[config.mk]
export PLATFORM = sky130hd
export DESIGN_NAME = gate_bist_ctrl
export DESIGN_NICKNAME = d
export VERILOG_FILES = /design/src/rtl/gate_bist_ctrl.sv
export SDC_FILE = /design/constraint.sdc
export NUM_CORES = 1
export LEC_CHECK = 0
export ABC_AREA = 1
export BUFFER_PORTS_ARGS = -buffer_cell sky130_fd_sc_hd__buf_2
export CORE_MARGIN = 2
export CORE_UTILIZATION = 60
export CTS_BUF_LIST = sky130_fd_sc_hd__clkbuf_16
export CTS_CLUSTER_DIAMETER = 150
export DETAILED_ROUTE_END_ITERATION = 10
export PLACE_DENSITY = 0.93
export SLEW_MARGIN = 20
export SYNTH_ARGS = -nofsm -noshare
export SYNTH_HDL_FRONTEND = slang
export SYNTH_SLANG_ARGS = --single-unit
[constraint.sdc]
create_clock -name clk -period 3.5 [get_ports clk]
set_input_delay 1.05 -clock clk [delete_from_list [all_inputs] [get_ports clk]]
set_output_delay 1.05 -clock clk [all_outputs]
set_load 0.02 [all_outputs]
[src/rtl/gate_bist_ctrl.sv]
// rtl/gate_bist_ctrl.sv - BIST sequencer sweeping a 2-input gate through all four vectors.
// Optional failure capture ports enabled by defining GATE_BIST_FAIL_CAPTURE_EN.
module gate_bist_ctrl #(
  parameter int         SETTLE_CYCLES = 2,
  parameter int         PASSES        = 1,
  parameter logic [3:0] EXP_TT        = 4'b1000,
  parameter int         ERR_W         = 4
) (
  input  logic             clk,
  input  logic             rst_n,
  input  logic             start,
  input  logic             abort,
  output logic             drv_a,
  output logic             drv_b,
  input  logic             dut_y,
  output logic             busy,
  output logic             done,
  output logic             pass,
  output logic [ERR_W-1:0] err_cnt
`ifdef GATE_BIST_FAIL_CAPTURE_EN
  ,
  output logic             fail_valid,
  output logic [1:0]       fail_vec,
  output logic             fail_y
`endif
);

  typedef enum logic [1:0] {IDLE, SETTLE, CHECK, DONE_S} state_t;

  localparam logic [7:0] SETTLE_LAST = 8'(SETTLE_CYCLES - 1);
  localparam logic [3:0] PASS_LAST   = 4'(PASSES - 1);

  state_t           state, state_nxt;
  logic [1:0]       vec;
  logic [3:0]       pcnt;
  logic [7:0]       cnt;
  logic             mismatch;
  logic [ERR_W-1:0] err_nxt;

  assign mismatch = (state == CHECK) && !abort && (dut_y != EXP_TT[vec]);
  assign err_nxt  = (mismatch && !(&err_cnt)) ? err_cnt + ERR_W'(1) : err_cnt;

  always_ff @(posedge clk or negedge rst_n) begin
    if (!rst_n) state <= IDLE;
    else        state <= state_nxt;
  end

  always_comb begin
    state_nxt = state;
    case (state)
      IDLE:   if (start) state_nxt = SETTLE;
      SETTLE: begin
        if (abort)                    state_nxt = IDLE;
        else if (cnt == SETTLE_LAST)  state_nxt = CHECK;
      end
      CHECK: begin
        if (abort)                                   state_nxt = IDLE;
        else if (vec != 2'd3 || pcnt != PASS_LAST)   state_nxt = SETTLE;
        else                                         state_nxt = DONE_S;
      end
      default: state_nxt = IDLE;
    endcase
  end

  always_comb begin
    busy  = 1'b0;
    done  = 1'b0;
    drv_a = 1'b0;
    drv_b = 1'b0;
    case (state)
      SETTLE, CHECK: begin
        busy  = 1'b1;
        drv_a = vec[1];
        drv_b = vec[0];
      end
      DONE_S:  done = 1'b1;
      default: ;
    endcase
  end

  // pass is loaded on the CHECK->DONE edge so it is already valid during the done cycle.
  always_ff @(posedge clk or negedge rst_n) begin
    if (!rst_n) begin
      vec     <= '0;
      pcnt    <= '0;
      cnt     <= '0;
      err_cnt <= '0;
      pass    <= 1'b0;
    end else begin
      case (state)
        IDLE: if (start) begin
          vec     <= '0;
          pcnt    <= '0;
          cnt     <= '0;
          err_cnt <= '0;
          pass    <= 1'b0;
        end
        SETTLE: begin
          if (abort)                   pass <= 1'b0;
          else if (cnt != SETTLE_LAST) cnt  <= cnt + 8'd1;
        end
        CHECK: begin
          if (abort) begin
            pass <= 1'b0;
          end else begin
            err_cnt <= err_nxt;
            cnt     <= '0;
            if (vec != 2'd3) begin
              vec <= vec + 2'd1;
            end else if (pcnt != PASS_LAST) begin
              vec  <= '0;
              pcnt <= pcnt + 4'd1;
            end else begin
              pass <= (err_nxt == '0);
            end
          end
        end
        default: ;
      endcase
    end
  end

`ifdef GATE_BIST_FAIL_CAPTURE_EN
  always_ff @(posedge clk or negedge rst_n) begin
    if (!rst_n) begin
      fail_valid <= 1'b0;
      fail_vec   <= '0;
      fail_y     <= 1'b0;
    end else if (state == IDLE && start) begin
      fail_valid <= 1'b0;
      fail_vec   <= '0;
      fail_y     <= 1'b0;
    end else if (mismatch && !fail_valid) begin
      fail_valid <= 1'b1;
      fail_vec   <= vec;
      fail_y     <= dut_y;
    end
  end
`endif

endmodule
== Word level (Yosys, flattened, before mapping) ==
Index checks and enable logic that the tools add are counted.

* Register bits after elaboration: 21
* Input bits: 5
* Output and inout bits: 9
* Logic and storage cells: 84

* Add/sub/neg operators: 4
* Order comparisons: 1
* Equality and inequality tests: 18
* Muxes and demuxes: 36
* Reductions and logical operators: 19

{| class="wikitable"
|+ Operator list
! cell !! count
|-
| 2-to-1 mux 8 bit || 4
|-
| 2-to-1 mux 4 bit || 6
|-
| case mux 8 bit (3 select lines) || 1
|-
| 2-to-1 mux 2 bit || 9
|-
| case mux 4 bit (2 select lines) || 2
|-
| AND reduction 5 bit || 3
|-
| != test 2 bit, second input constant || 7
|-
| 2-to-1 mux 1 bit || 10
|-
| != test 3 bit, second input constant || 3
|-
| adder 4 x 1 -> 4 bit, second input constant || 2
|-
| adder 8 x 1 -> 8 bit, second input constant || 1
|-
| == test 8 x 1 -> 1 bit, second input constant || 1
|-
| != test 8 x 1 -> 1 bit, second input constant || 1
|-
| AND reduction 4 bit || 2
|-
| case mux 2 bit (3 select lines) || 1
|-
| == test 2 bit, second input constant || 2
|-
| logical NOT 4 bit || 1
|-
| case mux 2 bit (2 select lines) || 1
|-
| nonzero test 4 bit || 1
|-
| logical AND 1 bit || 3
|-
| < comparator 2 x 3 -> 1 bit, second input constant || 1
|-
| != test 3 x 1 -> 1 bit, second input constant || 1
|-
| case mux 1 bit (3 select lines) || 1
|-
| AND reduction 3 bit || 1
|-
| 12 further kinds || 13
|}

== Logic depth before layout (Yosys ltp) ==
Gate-level depths: netlist (run 1).

* Depth after elaboration: 11
* Mapped depth: 12
* Gate-level depth less buffers: 11

== Worst setup path before layout (run 1) ==
OpenSTA, ideal clock, no wires.

* Path kind: register -> output
* Start point: reg state[0]
* End point: out drv_b
* Data arrival time: 1049 ps
* Required time: 2450 ps
* Slack: 1401 ps
* Cell stages (with the launch flop): 5
* Path buffers: 0
* Cell sequence: dfrtp_1 inv_1 ha_1 nand2_1 inv_1

* Longest elaborated chain between the ends: 3
* Elaborated cells on any way between the ends: 4
* Classes of those cells: eq/ne: 2; mux: 1; reduce/logical: 1

{| class="wikitable"
|+ Ends and longest elaborated chain
! what !! RTL line !! source
|-
| start: declaration || 33 || <nowiki>state_t state, state_nxt;</nowiki>
|-
| start signal: assignment || 45 || <nowiki>else state <= state_nxt;</nowiki>
|-
| == test 2 bit or == test 2 x 1 -> 1 bit (tied branches) || 70 || <nowiki>case (state)</nowiki>
|-
| OR reduction 2 bit * || 70 ||
|-
| 2-to-1 mux 1 bit * || 70 ||
|-
| end: declaration || 14 || <nowiki>output logic drv_b,</nowiki>
|}

Mark *: on every way between the ends. The rest lies on a longest branch, timed or not.

== Worst setup path after layout (run 1) ==
Same ends and word-level chain as after synthesis.

==> run metrics, run 1 <==
status complete, no violations; post-cts hold buffer count 0; initial antenna violation count 0; final wirelength 3020 µm; core area 2410 µm²; #FFs+latches synth 21; WP buf/inv 3; NumNets Final 233; wire length on met2 1420 µm; first-pass GRT wire length roughly 5100 µm; Overflow after GRT 0; CTS tree done; Overall Power 0.00109 W; met3 WL 152 µm; leakage power 0.878 nW; wire length on met1 about 1400 µm; Die Height 53.7 µm; crit-path max cell delay around 0.4 ns; Fmax achieved 424 MHz; Die ar. around 2900 µm²; skew final 0.00275 ns; Worst Slack Setup Final 1.14 ns; Worst Max-Slew Pin Slew 0.472 ns; Rows 18; Avg WL per Cell approximately 12 µm; Setup TNS 0 ns; CP Max Fanout 4; Starting Density 61.5%; Post-CTS Resized 0; Sequential Power Share 28.7%; Final period util 67.4%; final RePlAce weighted congestion 0.782; Die X 53.7 µm; setup violators final 0; fin util 68.6%; clk sinks 21; WS Path Type register to output pin; Synth Area per Inst 7.38 µm²; Hold Startpoint pass; Critical path origin state[0]; DRT antenna net count 0; number of remaining DRC errors 0; vias in the first global route 1232; worst hold-check path type register to register; Slowest-stage cell, CP dfrtp_1; Pins Over Slew Limit 0; sequential share of the synthesized area 35.4%; H-tree levels 1; All-Layer GR Usage 24.2%; clock share of power a little over a fifth; synth unique cells 24; peak supply drop 0.684 mV; synthesized area 1480 µm²; DR pass1 iterations 4; Ys Warns 0; I/O Buffers 13; diode count 0; Top Metal Used met4; area grow syn2layout 11.5%; post-DP HPWL 2200 µm; clock buffer depth 2; vias per inst about 5.5; Max-Slew Margin vs Limit just under 70%; clk root buf clkbuf_16; switching power 0.000505 W; CP cell instances inv_1 -> ha_1 -> nand2_1 -> inv_1 -> buf_2; largest net degree at the start of global routing 22; maxcap violations 0; Required @ worst endpoint 2.45 ns; Post-CTS Setup Bufs 0; # IOs 14; Worst EP arrival 1.31 ns; Final Hold Viols 0; sw frac 46.3%; RSZ-0062 raised after global routing false; Layout fillers between 150 and 200; crit end category output pin; most frequent CP cell inv_1; Setup Slack @ Placement 1.41 ns; Comb pwr share 49.2%; CP delay by family, top flip-flops; r2r startpoint state[0]; worst skew pair latency 0.26 ns; Syn Inst Count 201; post-route minimum period about 2.4 ns; layout cells sized above 1 between 15 and 20%; Mapped Nets around 220; pwr dens 659 nW/µm²; Startpoint Class register; Inserted Clock Buffers 3; Clock Pin Slew Worst Setup and Hold Paths 0.06 ns; internal power 0.000585 W; DR iter-0 viols 43; Vias 1350
-- worst min-delay path, stage by stage (launching register included) --
cell and delay (ns):
dfrtp_1 0.35, nand2_1 0.05, nand2_1 0.05
-- power groups by stage --
stage | Sequential (W) | Combinational (W) | Clock (W)
after detailed placement | 0.000318 | 0.000526 | 0
after CTS | 0.000313 | 0.000534 | 0.000243
final | 0.000313 | 0.000536 | 0.000240
after global routing | 0.000319 | 0.000595 | 0.000255
after floorplan | 0.000309 | 0.000414 | 0
after global placement | 0.000314 | 0.000507 | 0
-- state kept, by name, summed over array words and instances, names as in the netlist --
signal / flops
cnt: 8
err_cnt: 4
pass: 1
pcnt: 4
state: 2
vec: 2
-- cell type report --
cell class / instances / area, µm² / share of cell area [%]
inverters: 33 / 124 / 7.49
multi-input cells: 146 / 822 / 49.7
repair buffers: 13 / 65.1 / 3.94
flip-flops and latches: 21 / 526 / 31.8
clock buffers: 3 / 75.1 / 4.54
well taps: 30 / 37.5 / 2.27
clock inverters: 1 / 3.75 / 0.227
-- final timing paths --
kind / to / slack, ns / depth (start not counted)
max: drv_b / 1.14 / 5
min: pass / 0.48 / 2
max reg2reg: vec[0] / 1.62 / 8
min reg2reg: pass / 0.48 / 2
max in group asynchronous: err_cnt[3] / 2.43 / 1
min in group asynchronous: state[0] / 0.75 / 1
-- routing by layer --
layer,GRT usage [%],up-vias
met1,32.0,629
met4,14.1,0
met3,3.89,5
met5,0,-
met2,37.2,39
li1,-,677
-- cell families after synthesis --
family | synth area share (%)
buffers and inverters | 9.11
DFF | 35.4
and+or+nand+nor | 36.5
AOI/OAI and AO/OA | 7.00
adders and majority gates | 8.44
xor gates and xnor gates | 3.54
-- layout by cell type, fill, tap and decap left out, drive strengths merged --
master,synthesis,routed
nor3b,1,1
clkinv,1,1
xnor2,2,2
nand3,28,28
nor3,3,3
o21a,1,1
a21oi,1,1
nand2,54,54
nand4,5,5
o21ai,15,15
xor2,4,4
nor2,21,21
o31ai,1,1
ha,10,10
buf,1,13
clkbuf,0,3
dfrtp,21,21
inv,32,33
-- Yosys cell counts --
cell type	count	area, µm²
o31ai_2	1	12.5
ha_1	10	125
nor3_2	1	10.0
o21ai_0	15	75.1
a21oi_2	1	8.76
nor3_1	2	10.0
nor2_1	17	63.8
nand2_1	48	180
nor3b_1	1	7.51
inv_2	4	15.0
nand2_4	2	22.5
inv_1	28	105
nand3_2	3	30.0
buf_6	1	11.3
dfrtp_1	21	526
nor2_4	2	22.5
o21a_1	1	7.51
xnor2_1	2	17.5
nand4_1	5	31.3
nand3_1	25	125
nand2_2	4	25.0
xor2_1	4	35.0
clkinv_1	1	3.75
nor2_2	2	12.5
-- per-stage QoR --
stage / instances / instance area [µm²] / hold slack (ns)
detailed placement: 243 / 1570 / 0.469
global route: 247 / 1650 / 0.505
finish: 247 / 1650 / 0.485
global placement: 243 / 1570 / 0.471
floorplan: 201 / 1480 / 0.498
CTS: 247 / 1650 / 0.483
Power figures use the tool's default switching activity.
==> run 2, diff against run 1 <==
CORE_UTILIZATION = 58   (was 60)
PLACE_DENSITY = 0.9   (was 0.93)
clock period = 2.2 ns   (was 3.5 ns; I/O delays follow)
==> run 2 against run 1 <==
Power is 57% higher. Final area stayed put. Sequential share of layout area stayed put. Via count is 1.2% lower. Setup slack worse by 0.91 ns. Global-route usage is 0.98 points higher. Critical path depth stayed put. Non-clock buffer count stayed put. Clock skew is 0.00078 ns higher. Worst hold slack worse by 0.13 ns. Clock power is 60% higher. Core utilization is 1.3 points lower. Highest routed layer unchanged.
==> run metrics, run 2 (synthesized netlist as in run 1, its figures left out) <==
sw frac 45.8% (-0.54 points); Top Registers cnt (8), err_cnt (4), pcnt (4); number of remaining DRC errors 0 (unchanged); All-Layer GR Usage 25.2% (+0.98 points); Die ar. 2980 µm² (+3.2%); vias in the first global route 1217 (-1.2%); r2r startpoint state[0]; CP cell instances inv_1 -> ha_1 -> nand2_1 -> inv_1 -> buf_2; Startpoint Class register; crit end category output pin; Sequential Power Share 29.0% (+0.3 points); I/O Buffers 13 (unchanged); Die X 54.6 µm (+1.6%); Overflow after GRT 0 (unchanged); clock share of power 22.5% (+0.5 points); # IOs 14 (unchanged); setup violators final 0 (unchanged); Final period util 89.2%; R2R depth 11 (+3); DR iter-0 viols 31 (-28%); initial antenna violation count 0 (unchanged); switching power 0.000786 W (+56%); Starting Density 60.4% (-1.1 points); Overall Power 0.00172 W (+57%); diode count 0 (unchanged); RSZ-0062 raised after global routing false; skew final 0.00353 ns (+0.000781 ns); max reg flops 8 (unchanged); Worst Max-Slew Pin Slew 0.476 ns (+0.00455 ns); final RePlAce weighted congestion 0.848 (+8.4%); CP endpoint drv_b; peak supply drop 0.819 mV (+20%); internal power 0.000930 W (+59%); Top reg by flops cnt; Die Height 54.6 µm (+1.6%); Crit. path cell count 5 (unchanged); Slowest-stage cell, CP dfrtp_1; Setup TNS 0 ns (unchanged); WS Path Type register to output pin; Max-Slew Margin vs Limit 68.2% (-0.30 points); maxcap violations 0 (unchanged); most frequent CP cell inv_1; Fmax achieved 510 MHz; Worst EP arrival 1.30 ns (about the same); Critical path origin state[0]; most frequent cells in the layout 48 x nand2_1, 29 x inv_1, 25 x nand3_1, 21 x dfrtp_1, 17 x nor2_1; Clock Pin Slew Worst Setup and Hold Paths 0.06 ns (about the same); RR Endpoint pass; final wirelength 3010 µm (-0.56%); area grow syn2layout 11.5% (unchanged); first-pass GRT wire length 5350 µm (+4.0%); WP buf/inv 3 (unchanged); CP Max Fanout 4 (unchanged); largest net degree at the start of global routing 22 (unchanged); Post-CTS Setup Bufs 0 (unchanged); clk sinks 21 (unchanged); clk root buf clkbuf_16; DRT antenna net count 0 (unchanged); Pins Over Slew Limit 0 (unchanged); post-cts hold buffer count 0 (unchanged); pwr dens 1040 nW/µm² (+57%); worst skew pair latency 0.26 ns (about the same); Required @ worst endpoint 1.54 ns (-0.91 ns); Inserted Clock Buffers 3 (unchanged); R2R Setup Slk 0.37 ns (-1.25 ns); clock buffer depth 2 (unchanged); CP delay by family, top flip-flops; worst hold-check path type primary input to async pin; status complete, no violations; crit-path max cell delay 0.39 ns (about the same); leading cell type in the layout, fill and taps excluded nand2_1; core area 2450 µm² (+1.9%); Vias 1334 (-1.2%); post-route minimum period 1.96 ns; Avg WL per Cell 12.2 µm (-0.56%); layout cells sized above 1 16.6% (unchanged); DR pass1 iterations 4 (unchanged); CTS tree done; H-tree levels 1 (unchanged); Final Hold Viols 0 (unchanged); NumNets Final 233 (unchanged); Post-CTS Resized 0 (unchanged); Comb pwr share 48.6% (-0.6 points); Rows 18 (unchanged); vias per inst 5.40 (-1.2%); leakage power 0.878 nW (unchanged); post-DP HPWL 2220 µm (+1.1%)
-- run 2: cell counts in the layout (fill, tap and decap cells not counted) --
Identical to the previous run, type by type.
-- run 2: worst min-delay path by stage --
| stage | end | depth (start not counted) | slack, ns |
|---|---|---|---|
| CTS | pcnt[0] | 1 | 0.38 |
| finish | pcnt[0] | 1 | 0.35 |
| global route | pcnt[0] | 1 | 0.40 |
| detailed placement | pass | 2 | 0.48 |
| floorplan | cnt[0] | 0 | 0.36 |
| global placement | pass | 2 | 0.48 |
-- run 2: stage by stage --
step | hold WS, ns | instances | instance area (µm²) | setup slack, ns | utilization (%)
after global routing | 0.401 | 247 | 1650 | 0.141 | 67.3
after CTS | 0.375 | 247 | 1650 | 0.221 | 67.3
final | 0.352 | 247 | 1650 | 0.237 | 67.3
after floorplan | 0.364 | 201 | 1480 | 0.491 | -
after global placement | 0.480 | 243 | 1570 | 0.456 | 64.1
after detailed placement | 0.481 | 243 | 1570 | 0.395 | 64.1
-- run 2: power by group through the flow --
stage               clock (W)  sequential, W  combinational (W)
finish               0.000385       0.000497           0.000833
global route         0.000404       0.000509           0.000941
CTS                  0.000386       0.000498           0.000834
detailed placement          0       0.000505           0.000826
global placement            0       0.000499           0.000801
floorplan                   0       0.000492           0.000658
-- run 2: area by class of cell --
cell class              count  area [µm²]
repair buffers             13        65.1
clock buffers               3        75.1
flip-flops and latches     21         526
well taps                  30        37.5
multi-input cells         146         822
inverters                  33         124
clock inverters             1        3.75
fillers                   201         802
-- run 2: layer usage --
layer	share of wire (%)	up-vias	track usage [%]
met3	5.8	9	3.28
met5	0	-	0
met4	2.8	0	11.7
li1	-	671	-
met2	45	41	39.4
met1	46	613	34.5
